### config.mk
export PLATFORM = sky130hd
export DESIGN_NAME = satd_control
export DESIGN_NICKNAME = d
export VERILOG_FILES = /design/src/rtl/satd_ctrl_pkg.sv /design/src/rtl/satd_ctrl_decode.sv /design/src/rtl/satd_control.sv
export SDC_FILE = /design/constraint.sdc
export NUM_CORES = 1
export LEC_CHECK = 0
export BUFFER_PORTS_ARGS = -buffer_cell sky130_fd_sc_hd__buf_2
export CORE_AREA = 2 2 39 41
export DETAILED_ROUTE_END_ITERATION = 16
export DIE_AREA = 0 0 41 43
export GPL_ROUTABILITY_DRIVEN = 0
export GPL_TIMING_DRIVEN = 1
export SLEW_MARGIN = 20
export SYNTH_ARGS = -nofsm -noshare
export SYNTH_HDL_FRONTEND = slang
export SYNTH_SLANG_ARGS = --single-unit
### constraint.sdc
create_clock -name clk -period 1.3 [get_ports clk]
set_input_delay 0.195 -clock clk [delete_from_list [all_inputs] [get_ports clk]]
set_output_delay 0.195 -clock clk [all_outputs]
set_load 0.01 [all_outputs]
### src/rtl/satd_ctrl_pkg.sv
// Shared encodings for the SATD sequencer: phase codes, strobe bit positions
// and the last sub-cycle index of a phase.
package satd_ctrl_pkg;

  typedef enum logic [1:0] {
    ST_IDLE      = 2'b00,
    ST_LOAD      = 2'b01,
    ST_TRANSFORM = 2'b10,
    ST_SUM       = 2'b11
  } state_t;

  localparam int OUT_W = 10;

  // out_signal bit positions
  localparam int B_LOAD_EN   = 0;
  localparam int B_BUF_CLR   = 1;
  localparam int B_STAGE1_EN = 2;
  localparam int B_STAGE2_EN = 3;
  localparam int B_SEL_LO    = 4;
  localparam int B_SEL_HI    = 5;
  localparam int B_ABS_EN    = 6;
  localparam int B_ACC_CLR   = 7;
  localparam int B_ACC_EN    = 8;
  localparam int B_DONE      = 9;

  localparam logic [2:0] COUNT_LAST = 3'd7;

  // Phase that follows st once its last sub-cycle completes.
  function automatic state_t next_phase(input state_t st);
    case (st)
      ST_LOAD:      next_phase = ST_TRANSFORM;
      ST_TRANSFORM: next_phase = ST_SUM;
      ST_SUM:       next_phase = ST_LOAD;
      default:      next_phase = ST_LOAD;
    endcase
  endfunction

endpackage

### src/rtl/satd_ctrl_decode.sv
// Pure combinational decode of (phase, sub-cycle) into datapath strobes.
// Kept standalone so datapath benches can drive it directly.
module satd_ctrl_decode
  import satd_ctrl_pkg::*;
(
  input  logic [1:0]       state,
  input  logic [2:0]       count,
  output logic [OUT_W-1:0] out_signal
);

  // Strobe map; everything defaults low, which also covers IDLE.
  always_comb begin
    out_signal = '0;
    case (state)
      ST_LOAD: begin
        out_signal[B_LOAD_EN] = 1'b1;
        out_signal[B_BUF_CLR] = (count == 3'd0);
      end
      ST_TRANSFORM: begin
        out_signal[B_STAGE1_EN] = (count < 3'd4);
        out_signal[B_STAGE2_EN] = (count >= 3'd4);
        out_signal[B_SEL_LO]    = count[0];
        out_signal[B_SEL_HI]    = count[1];
      end
      ST_SUM: begin
        out_signal[B_ABS_EN]  = 1'b1;
        out_signal[B_ACC_CLR] = (count == 3'd0);
        out_signal[B_ACC_EN]  = 1'b1;
        out_signal[B_DONE]    = (count == COUNT_LAST);
      end
      default: out_signal = '0;
    endcase
  end

endmodule

### src/rtl/satd_control.sv
// Free-running LOAD/TRANSFORM/SUM sequencer, 8 clocks per phase. IDLE is only
// seen for the single cycle after reset release.
module satd_control
  import satd_ctrl_pkg::*;
(
  input  logic             clk,
  input  logic             reset,
  output logic [OUT_W-1:0] out_signal,
  output logic [1:0]       state,
  output logic [2:0]       count
);

  state_t     st_q, st_n;
  logic [2:0] cnt_q, cnt_n;

  // Phase and sub-cycle registers, cleared asynchronously while reset is low.
  always_ff @(posedge clk or negedge reset) begin
    if (!reset) begin
      st_q  <= ST_IDLE;
      cnt_q <= '0;
    end else begin
      st_q  <= st_n;
      cnt_q <= cnt_n;
    end
  end

  // Next phase/count: IDLE hands over to LOAD at count 0; active phases
  // count 0..7 and the 3-bit counter wraps on its own at the phase change.
  always_comb begin
    st_n  = st_q;
    cnt_n = cnt_q;
    case (st_q)
      ST_IDLE: begin
        st_n  = ST_LOAD;
        cnt_n = '0;
      end
      default: begin
        cnt_n = cnt_q + 3'd1;
        if (cnt_q == COUNT_LAST) st_n = next_phase(st_q);
      end
    endcase
  end

  // Outputs: registered phase/count exposed directly, strobes decoded from them.
  assign state = st_q;
  assign count = cnt_q;

  satd_ctrl_decode u_decode (
    .state      (st_q),
    .count      (cnt_q),
    .out_signal (out_signal)
  );

endmodule

=== After elaboration in Yosys (flattened, before gate mapping) ===
Index checks and enable logic that the tools add are counted.

* Register bits after elaboration: 5
* Input bits: 2
* Word-level logic and storage cells: 19

* Add/sub/neg operators: 1
* Order comparisons: 2
* Equality and inequality tests: 4
* Multiplexer cells: 7
* Reduce and logical (&&, ||, !) cells: 3

{| class="wikitable"
|+ Operators with widths
! operator !! number
|-
| $mux W4 || 2
|-
| $mux W2 || 3
|-
| $eq A2 B2 Y1 const B || 2
|-
| $pmux W2 S2 || 1
|-
| $add A3 B1 Y3 const B || 1
|-
| $eq A3 B3 Y1 const B || 1
|-
| $ge A3 B3 Y1 const B || 1
|-
| $logic_not A3 Y1 || 1
|-
| $lt A3 B3 Y1 const B || 1
|-
| $mux W3 || 1
|-
| $eq A2 B1 Y1 const B || 1
|-
| $logic_not A2 Y1 || 1
|-
| $reduce_bool A2 Y1 || 1
|}

=== Logic depth before layout (Yosys ltp) ===
Gate-level depths: netlist (run 1).

* Depth in word-level cells: 4
* Gate-level depth with buffers: 4
* Gate-level depth less buffers: 4

=== Hierarchy ===
From an unflattened synthesis (run 1), not the netlist that was laid out.

* Cells, all modules: 30
* Area total of the unflattened synthesis: 321.6 um2

{| class="wikitable"
|+ Modules (own cells, without submodules)
! module !! times used !! cells an instance !! area each (um2) !! sequential area each (um2)
|-
| satd_control || 1 || 17 || 235.2 || 125.1
|-
| satd_ctrl_decode || 1 || 13 || 86.3 || 0.0
|}

=== Worst setup path after synthesis (run 1) ===
OpenSTA, ideal clock, no wires.

* Path kind: flip-flop to flip-flop
* Start point: register cnt_q[0] (netlist: count[0])
* End point: register st_q[1] (netlist: state[1])
* Setup time: 125 ps
* Arrival: 1,250 ps
* Data required time: 1,175 ps
* Slack: -75 ps
* Cell stages (with the launch flop): 5
* Path buffers: 0
* Cells stage by stage: dfrtp_1 > ha_1 > ha_1 > nor2_2 > mux2_4

* Word-level cells in the longest chain between the ends: 2

{| class="wikitable"
|+ Ends and longest elaborated chain
! what !! line !! RTL
|-
| start: declaration || satd_control.sv:14 || <nowiki>logic [2:0] cnt_q, cnt_n;</nowiki>
|-
| start signal: assignment || satd_control.sv:23 || <nowiki>cnt_q <= cnt_n;</nowiki>
|-
| $eq A3 B3 Y1 || satd_control.sv:39 || <nowiki>if (cnt_q == COUNT_LAST) st_n = next_phase(st_q);</nowiki>
|-
| $reduce_bool A2 Y1 (no source line) || n/a ||
|-
| end signal: assignment || satd_control.sv:22 || <nowiki>st_q <= st_n;</nowiki>
|-
| end: declaration || satd_control.sv:13 || <nowiki>state_t st_q, st_n;</nowiki>
|}

Every way passes these cells.
A chain may end at the register's enable or synchronous reset.

=== Final worst setup path (run 1) ===
* Start point: register cnt_q[0] (netlist: count[0])
* End point: output out_signal[9]

* Word-level cells in the longest chain between the ends: 2

{| class="wikitable"
|+ Ends and longest elaborated chain
! what !! line !! RTL
|-
| $eq A3 B3 Y1 || satd_ctrl_decode.sv:29 || <nowiki>out_signal[B_DONE] = (count == COUNT_LAST);</nowiki>
|-
| $mux W4 || satd_ctrl_decode.sv:14 || <nowiki>case (state)</nowiki>
|-
| end: declaration || satd_control.sv:8 || <nowiki>output logic [OUT_W-1:0] out_signal,</nowiki>
|}

Every way passes these cells.

==> run metrics, run 1 <==
outcome finished, violations left; failing checks setup timing; drt pass-1 iters 1; Critical R2R Capture state[1]; top-area cell type share of the netlist area a little over a third; DRC viols 0; Hold Crit Class in -> async; DRT iter0 DRCs 0; number of max-cap violations 0; Die Height 43 microns; Sink Count 5; Area Growth Syn to Fin 80.6%; WP data arrival between 1 and 1.5 ns; Multi-input gate area between 200 and 300 sq um; Critical Path Max Stage Delay 0.40 ns; final worst setup slack -0.130 ns; PD cells 543 nW/um^2; most numerous cell in the Yosys netlist ha_1; Syn Inst Count 31; initial core utilization between 20 and 30%; Slew headroom a little over four fifths; Buf/Inv on CP 1; Fillers roughly 130; placement row count 14; share of layout cells above drive strength 1 72.6%; final WL roughly 820 microns; crit path time final about 1.4 ns; vias in the first global route slightly below 300; post-route antenna net violation count 0; WL per Instance roughly 11 microns; leakage power between 0.3 and 0.4 nW; Detailed Place HPWL approximately 600 microns; CP top delay family flip-flops; via count 313; pre-CTS setup slack around 0.036 ns; core area 1380 sq um; measured slew at the worst slew-check pin 0.241 ns; crit-path max FO 2; n_diodes 0; syn nets 41; fin. max-slew vios 0; Hold Fails Final Rpt 0; first-pass GRT wire length 1270 microns; Synth Register Bits 5; cts bufs inserted 3; reg2reg start count[0]; asr flop ratio synth 100%; Root Buffer clkbuf_4; CTS Buffer Depth 2; total track usage 11.2%; Final nets 73; FF+latch area about 130 sq um; post-synth cell types 12; CP endpoint kind output pin; Reg clk slew, reported paths ~0.04 ns; initial antenna violation count 0; Final Skew around 0.0012 ns; CTS tree yes; Reg2Reg Setup Slack -0.09 ns; worst-path cell chain ha_2, ha_4, and2_1, buf_2; area of the mapped netlist about 350 sq um; Req. time, crit path 1.11 ns; CP max-delay cell dfrtp_1; Critical Path Source Type flip-flop; Synth area leader dfrtp_1; Setup violations, final 9; DIE WIDTH around 40 microns; post-synthesis sequential area ratio between 30% and 40%; f_max ~0.70 GHz; CP Depth 4; RSZ-0062 raised after global routing true; Synth Area per Inst around 11 sq um; top cells by area, synth dfrtp_1, ha_1, and2_1; aggregate global routing overflow 0; period utilization 110%; # H-tree levels 1; Die Area approximately 1800 sq um; IO Port Bufs 16; Most used DFF post-synth dfrtp_1; clk_lat worst skew 0.24 ns; worst hold slack 0.304 ns; # IOs 17; Commonest cells post-synth ha_1, dfrtp_1, and2_1, inv_1; largest net degree at the start of global routing 7; vias per cell roughly 4.0; EDFF count, synth 0; FF-to-FF path depth 5; Synth Warn # 0; Crit Path Class reg -> out; Overall Power about 340 uW; VDD IR max 0.316 mV
routing by layer:
| metal | global-route usage (%) | up-vias | part of all wire, % |
|---|---|---|---|
| met3 | 0 | 0 | 7.2 |
| met5 | 0 | - | 0 |
| met1 | 12.4 | 140 | 36 |
| met4 | 8.00 | 0 | 0 |
| met2 | 19.1 | 13 | 56 |
| li1 | - | 160 | - |
power by group:
| part | switching [mW] | internal [mW] | leakage [nW] |
|---|---|---|---|
| Combinational | 0.00333 | 0.00306 | 0.273 |
| Clock | 0.0637 | 0.116 | 0.0150 |
| Sequential | 0 | 0.156 | 0.0653 |
| Total | 0.0670 | 0.275 | 0.354 |
area by class of cell:
type                            instances  area share (%)
Clock buffer                            4            4.17
Tap cell                               16            3.17
Multi-Input combinational cell         21            40.3
Inverter                                4            2.78
Timing Repair Buffer                   28            29.8
Sequential cell                         5            19.8
state kept, by name, summed over array words and instances, names as in the netlist:
| name | flops |
|---|---|
| count | 3 |
| state | 2 |
what timing repair did:
action	CTS	global route
setup endpoints to repair	8	11
setup buffers	3	3
resized for setup	10	6
pin swaps	6	1
hold buffers	1	0
endpoints found under the hold margin	5	0
cloned	0	0
metrics by stage:
stage | utilization, % | instance area [sq um] | instances | TNS, ns
floorplan | - | 369 | 31 | -0.0156
global placement | 36.1 | 499 | 67 | 0
detailed placement | 36.1 | 499 | 67 | 0
CTS | 42.9 | 594 | 75 | -1.05
global route | 45.6 | 631 | 78 | -1.35
finish | 45.6 | 631 | 78 | -0.702
worst register-to-register path: stages, from the launching register on:
cell	delay, ns
dfrtp_1	0.40
ha_2	0.19
ha_4	0.16
buf_4	0.13
nor2_4	0.10
mux2_4	0.30
worst max path at each step:
stage | start | to | slack [ns]
after global placement | count[1] | state[1] | 0.05
after floorplan | count[0] | state[1] | -0.02
after CTS | count[0] | out_signal[9] | -0.15
final | count[0] | out_signal[9] | -0.13
after detailed placement | count[1] | state[1] | 0.04
after global routing | count[0] | out_signal[9] | -0.18
logic make-up (layout without fill, tap and decap cells):
group | Yosys count | after routing | share of synthesized area, %
AND/OR/NAND/NOR | 11 | 11 | 21.9
adder cells (fa/ha/maj) | 8 | 8 | 28.7
flip-flops | 5 | 5 | 35.8
buffers and inverters | 5 | 36 | 6.45
multiplexers | 2 | 2 | 7.17
cells in the final DEF (no fill, tap or decap), types with 2 or more instances in the layout:
master | Yosys | routed
buf_2 | 0 | 16
buf_4 | 1 | 7
dfrtp_1 | 5 | 5
and2_1 | 4 | 4
buf_6 | 0 | 4
inv_2 | 0 | 3
ha_4 | 0 | 3
ha_2 | 0 | 3
clkbuf_4 | 0 | 3
and3b_1 | 2 | 2
and2b_2 | 2 | 2
ha_1 | 8 | 2
No activity file was read; power rests on OpenSTA's default activity.
==> run 2: changes to the inputs <==
Clock period 1.3 ns to 1.21 ns, I/O delays scaled along.
==> run metrics, run 2 (synthesis gave the netlist of run 1 again) <==
outcome finished, violations left (unchanged); failing checks setup timing (unchanged); # IOs 17 (unchanged); max reg flops 3 (unchanged); pre-CTS setup slack -0.0564 ns (was 0.0358 ns); Die Height 43 microns (unchanged); Reg clk slew, reported paths 0.04 ns (about the same); routing usage on met1 10.5% (was 12.4%); FF-to-FF path depth 5 (unchanged); core area 1380 sq um (unchanged); Final nets 80 (was 73); Sink Count 5 (unchanged); initial core utilization 25.2% (unchanged); Slew headroom 89.7% (was 83.9%); via count 352 (was 313); Hold Crit Class in -> async (unchanged); period utilization 119%; DIE WIDTH 41 microns (unchanged); final worst setup slack -0.226 ns (was -0.130 ns); PD cells 460 nW/um^2 (was 543 nW/um^2); drt pass-1 iters 4 (was 1); Critical R2R Capture state[1] (unchanged); Die Area 1760 sq um (unchanged); routing usage on met2 20.6% (was 19.1%); Setup violations, final 12 (was 9); Fillers 113 (was 131); met3 usage 3.66% (was 0%); # H-tree levels 1 (unchanged); Detailed Place HPWL 584 microns (was 591 microns); crit path time final between 1 and 1.5 ns; WL per Instance 12.2 microns (was 10.5 microns); Reg2Reg Setup Slack -0.20 ns (was -0.09 ns); setup tns final -2.07 ns (was -0.702 ns); CP endpoint kind output pin (unchanged); WP data arrival 1.25 ns (was 1.23 ns); Root Buffer clkbuf_4 (unchanged); CTS Buffer Depth 2 (unchanged); reg2reg start count[1] (was count[0]); vias per cell 4.14 (was 4.01); total track usage 12.4% (was 11.2%); Req. time, crit path 1.03 ns (was 1.11 ns); largest net degree at the start of global routing 6 (was 7); f_max roughly 0.7 GHz; most common cell after layout, fill and taps aside buf_6 (was buf_2); aggregate global routing overflow 0 (unchanged); DRT iter0 DRCs 2 (was 0); Final Skew 0.000426 ns (was 0.00123 ns); placement row count 14 (unchanged); measured slew at the worst slew-check pin 0.155 ns (was 0.241 ns); leakage power 0.409 nW (was 0.354 nW); share of layout cells above drive strength 1 81.2% (was 72.6%); cts bufs inserted 3 (unchanged); clk_lat worst skew 0.24 ns (about the same); GR peak layer met2 (unchanged); Hold Fails Final Rpt 0 (unchanged); Critical Path Source Type flip-flop (unchanged); most frequent cells in the layout buf_6, buf_4, buf_2, ha_4, dfrtp_1 (was buf_2, buf_4, dfrtp_1, and2_1, buf_6); VDD IR max 0.205 mV (was 0.316 mV); Area Growth Syn to Fin 130% (was 80.6%); DRC viols 0 (unchanged); CTS tree yes (unchanged); vias in the first global route 318 (was 297); number of max-cap violations 0 (unchanged); fin. max-slew vios 0 (unchanged); initial antenna violation count 0 (unchanged); post-route antenna net violation count 0 (unchanged); IO Port Bufs 16 (unchanged); RSZ-0062 raised after global routing true (unchanged); n_diodes 0 (unchanged); first-pass GRT wire length 1350 microns (was 1270 microns); crit-path max FO 3 (was 2); final WL 1030 microns (was 820 microns); Crit Path Class reg -> out (unchanged)
==> run 2: final cells by class <==
cell class                 count  area, sq um  area share (%)
timing repair buffer          35          315            39.3
sequential                     5          125            15.6
inverter                       4         17.5            2.18
multi-input combinational     21          299            37.2
tap                           16         20.0            2.49
clock buffer                   4         26.3            3.27
==> run 2: worst max path at each step <==
stage	slack (ns)	from	end
after floorplan	-0.11	count[0]	state[1]
after global placement	-0.03	count[1]	state[1]
after detailed placement	-0.06	count[1]	state[1]
after CTS	-0.22	count[0]	out_signal[9]
after global routing	-0.27	state[1]	out_signal[7]
final	-0.23	state[0]	out_signal[1]
==> run 2: power by group <==
group | internal [mW] | switching [mW]
Clock | 0.125 | 0.0698
Sequential | 0.168 | 0
Combinational | 0.00327 | 0.00358
Total | 0.296 | 0.0734
==> run 2: per-stage QoR <==
| stage | cell area [sq um] | hold WS (ns) | power (mW) | std cells | util (%) |
|---|---|---|---|---|---|
| 6_report | 803 | 0.278 | 0.369 | 85 | 58.0 |
| 3_5_place_dp | 529 | 0.00181 | 0.175 | 71 | 38.2 |
| 2_1_floorplan | 369 | -0.114 | 0.170 | 31 | - |
| 3_3_place_gp | 529 | -0.00108 | 0.175 | 71 | 38.2 |
| 5_1_grt | 803 | 0.289 | 0.383 | 85 | 58.0 |
| 4_1_cts | 683 | 0.276 | 0.372 | 83 | 49.4 |
==> run 2: layer usage <==
layer | vias up | wire length [microns]
li1 | 173 | -
met1 | 164 | 379
met2 | 15 | 611
met3 | 0 | 43
met4 | 0 | 0
met5 | - | 0
==> run 2: timing repair <==
item	in CTS	in global routing
setup buffers	7	2
endpoints found under the hold margin	5	0
hold buffers	1	0
endpoints found under the setup margin	13	16
gates resized for setup	16	23
pin swaps	7	9
==> run 2: critical path, cell delays in order, from the launching register on <==
cell	delay, ns
dfrtp_1	0.40
buf_6	0.15
ha_4	0.16
and3b_1	0.16
buf_2	0.14
==> run 3: changes to the inputs <==
Settings changed: ABC_AREA set to 1, CTS_BUF_LIST set to sky130_fd_sc_hd__clkbuf_8.
==> run metrics, run 3 <==
outcome finished, violations left (unchanged); failing checks setup timing (unchanged); Reg clk slew, reported paths 0.03 ns (was 0.04 ns); CTS tree yes (unchanged); Synth Area per Inst 8.13 sq um (was 11.3 sq um); Critical Path Source Type flip-flop (unchanged); Hold Crit Class in -> async (unchanged); vias per cell 3.97 (was 4.14); Synth Warn # 0 (unchanged); leakage power 0.397 nW (was 0.409 nW); WL per Instance 8.83 microns (was 12.2 microns); Final Non-Filler Cells 88 (was 85); Die Area 1760 sq um (unchanged); # H-tree levels 1 (unchanged); DRT iter0 DRCs 3 (was 2); metal3 WL 35 microns (was 43 microns); Area Growth Syn to Fin 90.9% (was 130%); most frequent cells in the layout buf_2, inv_1, nand2_1, buf_4, ha_4 (was buf_6, buf_4, buf_2, ha_4, dfrtp_1); DIE WIDTH 41 microns (unchanged); post-synth cell types 9 (was 12); placed cell areas 490 sq um (was 529 sq um); Req. time, crit path 1.03 ns (about the same); Syn Inst Count 44 (was 31); syn nets 54 (was 41); drt pass-1 iters 4 (unchanged); # IOs 17 (unchanged); post-synthesis sequential area ratio 35.0% (was 35.8%); Final Skew 0.000470 ns (was 0.000426 ns); Setup crit start state[1] (was state[0]); WP data arrival 1.18 ns (was 1.25 ns); final core utilization 49.4% (was 58.0%); f_max 0.732 GHz (was 0.697 GHz); core area 1380 sq um (unchanged); Reg2Reg Setup Slack 0.04 ns (was -0.20 ns); PD cells 682 nW/um^2 (was 460 nW/um^2); Root Buffer clkbuf_8 (was clkbuf_4); Synth area leader dfrtp_1 (unchanged); post-route antenna net violation count 0 (unchanged); Overall Power 466 uW (was 369 uW); final WL 777 microns (was 1030 microns); setup tns final -0.905 ns (was -2.07 ns); Detailed Place HPWL 570 microns (was 584 microns); fin. max-slew vios 0 (unchanged); crit-path max FO 5 (was 3); most numerous cell in the Yosys netlist inv_1 (was ha_1); cts bufs inserted 3 (unchanged); n_diodes 0 (unchanged); RSZ-0062 raised after global routing true (unchanged); Critical R2R Capture state[0] (was state[1]); Crit Path Class reg -> out (unchanged); Cells after DPL 79 (was 71); DRC viols 0 (unchanged); top-area cell type share of the netlist area 35.0% (was 35.8%); CP endpoint kind output pin (unchanged); VDD IR max 0.500 mV (was 0.205 mV); share of layout cells above drive strength 1 62.5% (was 81.2%); Final nets 83 (was 80); top cells by area, synth dfrtp_1, ha_1, inv_1 (was dfrtp_1, ha_1, and2_1); period utilization 113% (was 119%); Commonest cells post-synth inv_1, ha_1, nand2_1 (was ha_1, dfrtp_1, and2_1, inv_1); Setup crit end out_signal[1] (unchanged); top layer reached by signal wires met3 (unchanged); Synth Register Bits 5 (unchanged); met1 wire length 309 microns (was 379 microns); most common cell after layout, fill and taps aside buf_2 (was buf_6); max reg flops 3 (unchanged); asr flop ratio synth 100% (unchanged); FF-to-FF path depth 5 (unchanged); first-pass GRT wire length 1060 microns (was 1350 microns); initial antenna violation count 0 (unchanged); EDFF count, synth 0 (unchanged); CTS Buffer Depth 2 (unchanged); Final Cell Area 683 sq um (was 803 sq um); via count 349 (was 352); clk_lat worst skew 0.22 ns (was 0.24 ns); crit path time final 1.37 ns (was 1.44 ns); vias in the first global route 288 (was 318); reg2reg start state[0] (was count[1]); aggregate global routing overflow 0 (unchanged); number of max-cap violations 0 (unchanged); IO Port Bufs 16 (unchanged); met2 routed WL 432 microns (was 611 microns); total track usage 9.30% (was 12.4%); area of the mapped netlist 358 sq um (was 349 sq um); largest net degree at the start of global routing 7 (was 6); Sink Count 5 (unchanged); Setup violations, final 7 (was 12); final worst setup slack -0.156 ns (was -0.226 ns); measured slew at the worst slew-check pin 0.178 ns (was 0.155 ns); Die Height 43 microns (unchanged); Slew headroom 88.1% (was 89.7%); Most used DFF post-synth dfrtp_1 (unchanged); Hold Fails Final Rpt 0 (unchanged); initial core utilization 25.9% (was 25.2%); placement row count 14 (unchanged)
run 3: cell types whose count changed in the layout (fill, tap and decap cells not counted), moves of 3 or more:
cell,previous run,this run
buf_6,18,4
inv_1,0,11
nand2_1,0,7
buf_2,7,13
and2_4,3,0
clkbuf_4,3,0
clkbuf_8,0,3
run 3: cells by family after synthesis:
logic type,count (synthesis),share of synthesized area [%]
AOI/OAI and AO/OA,2,2.80
DFF,5,35.0
adders and majority gates,8,28.0
and+or+nand+nor,15,18.5
buffers and inverters,14,15.7
run 3: what timing repair did:
action / in CTS / in global routing
buffers inserted: 3 / 1
hold buffers: 1 / 0
pin swaps: 2 / 4
resized for setup: 10 / 17
hold endpoints to repair: 5 / 0
setup endpoints to repair: 10 / 15
run 3: critical path: stages, from the launching register on:
cell	delay (ns)
dfrtp_2	0.45
inv_2	0.10
ha_4	0.13
nor3b_2	0.13
buf_2	0.14
run 3: area by class of cell:
class,count,area [sq um]
Fill cell,134,701
Multi-Input combinational cell,25,269
Timing Repair Buffer,25,173
Sequential cell,5,128
Inverter,13,48.8
Clock buffer,3,41.3
Tap cell,16,20.0
Clock inverter,1,3.75
run 3: metal layers:
layer	global-route usage (%)	up-vias
met5	0	-
met4	10.0	0
met3	1.57	0
met2	14.1	13
met1	9.54	155
li1	-	181
run 3: worst min-delay path by stage:
| stage | depth (start not counted) | end | from |
|---|---|---|---|
| global placement | 1 | count[0] | reset |
| finish | 2 | count[2] | reset |
| global route | 2 | count[2] | reset |
| floorplan | 0 | count[0] | reset |
| CTS | 2 | count[0] | reset |
| detailed placement | 1 | count[0] | reset |
run 3: metrics by stage:
stage	setup slack, ns	hold slack, ns
finish	-0.156	0.300
floorplan	0.0456	-0.114
CTS	-0.155	0.298
global route	-0.259	0.319
global placement	-0.00366	-0.00158
detailed placement	-0.0234	-0.000817
run 3: power breakdown:
part / switching (mW) / internal (mW) / leakage (nW)
Combinational: 0.00316 / 0.00327 / 0.307
Clock: 0.0745 / 0.217 / 0.0269
Sequential: 0 / 0.168 / 0.0633
Total: 0.0777 / 0.388 / 0.397
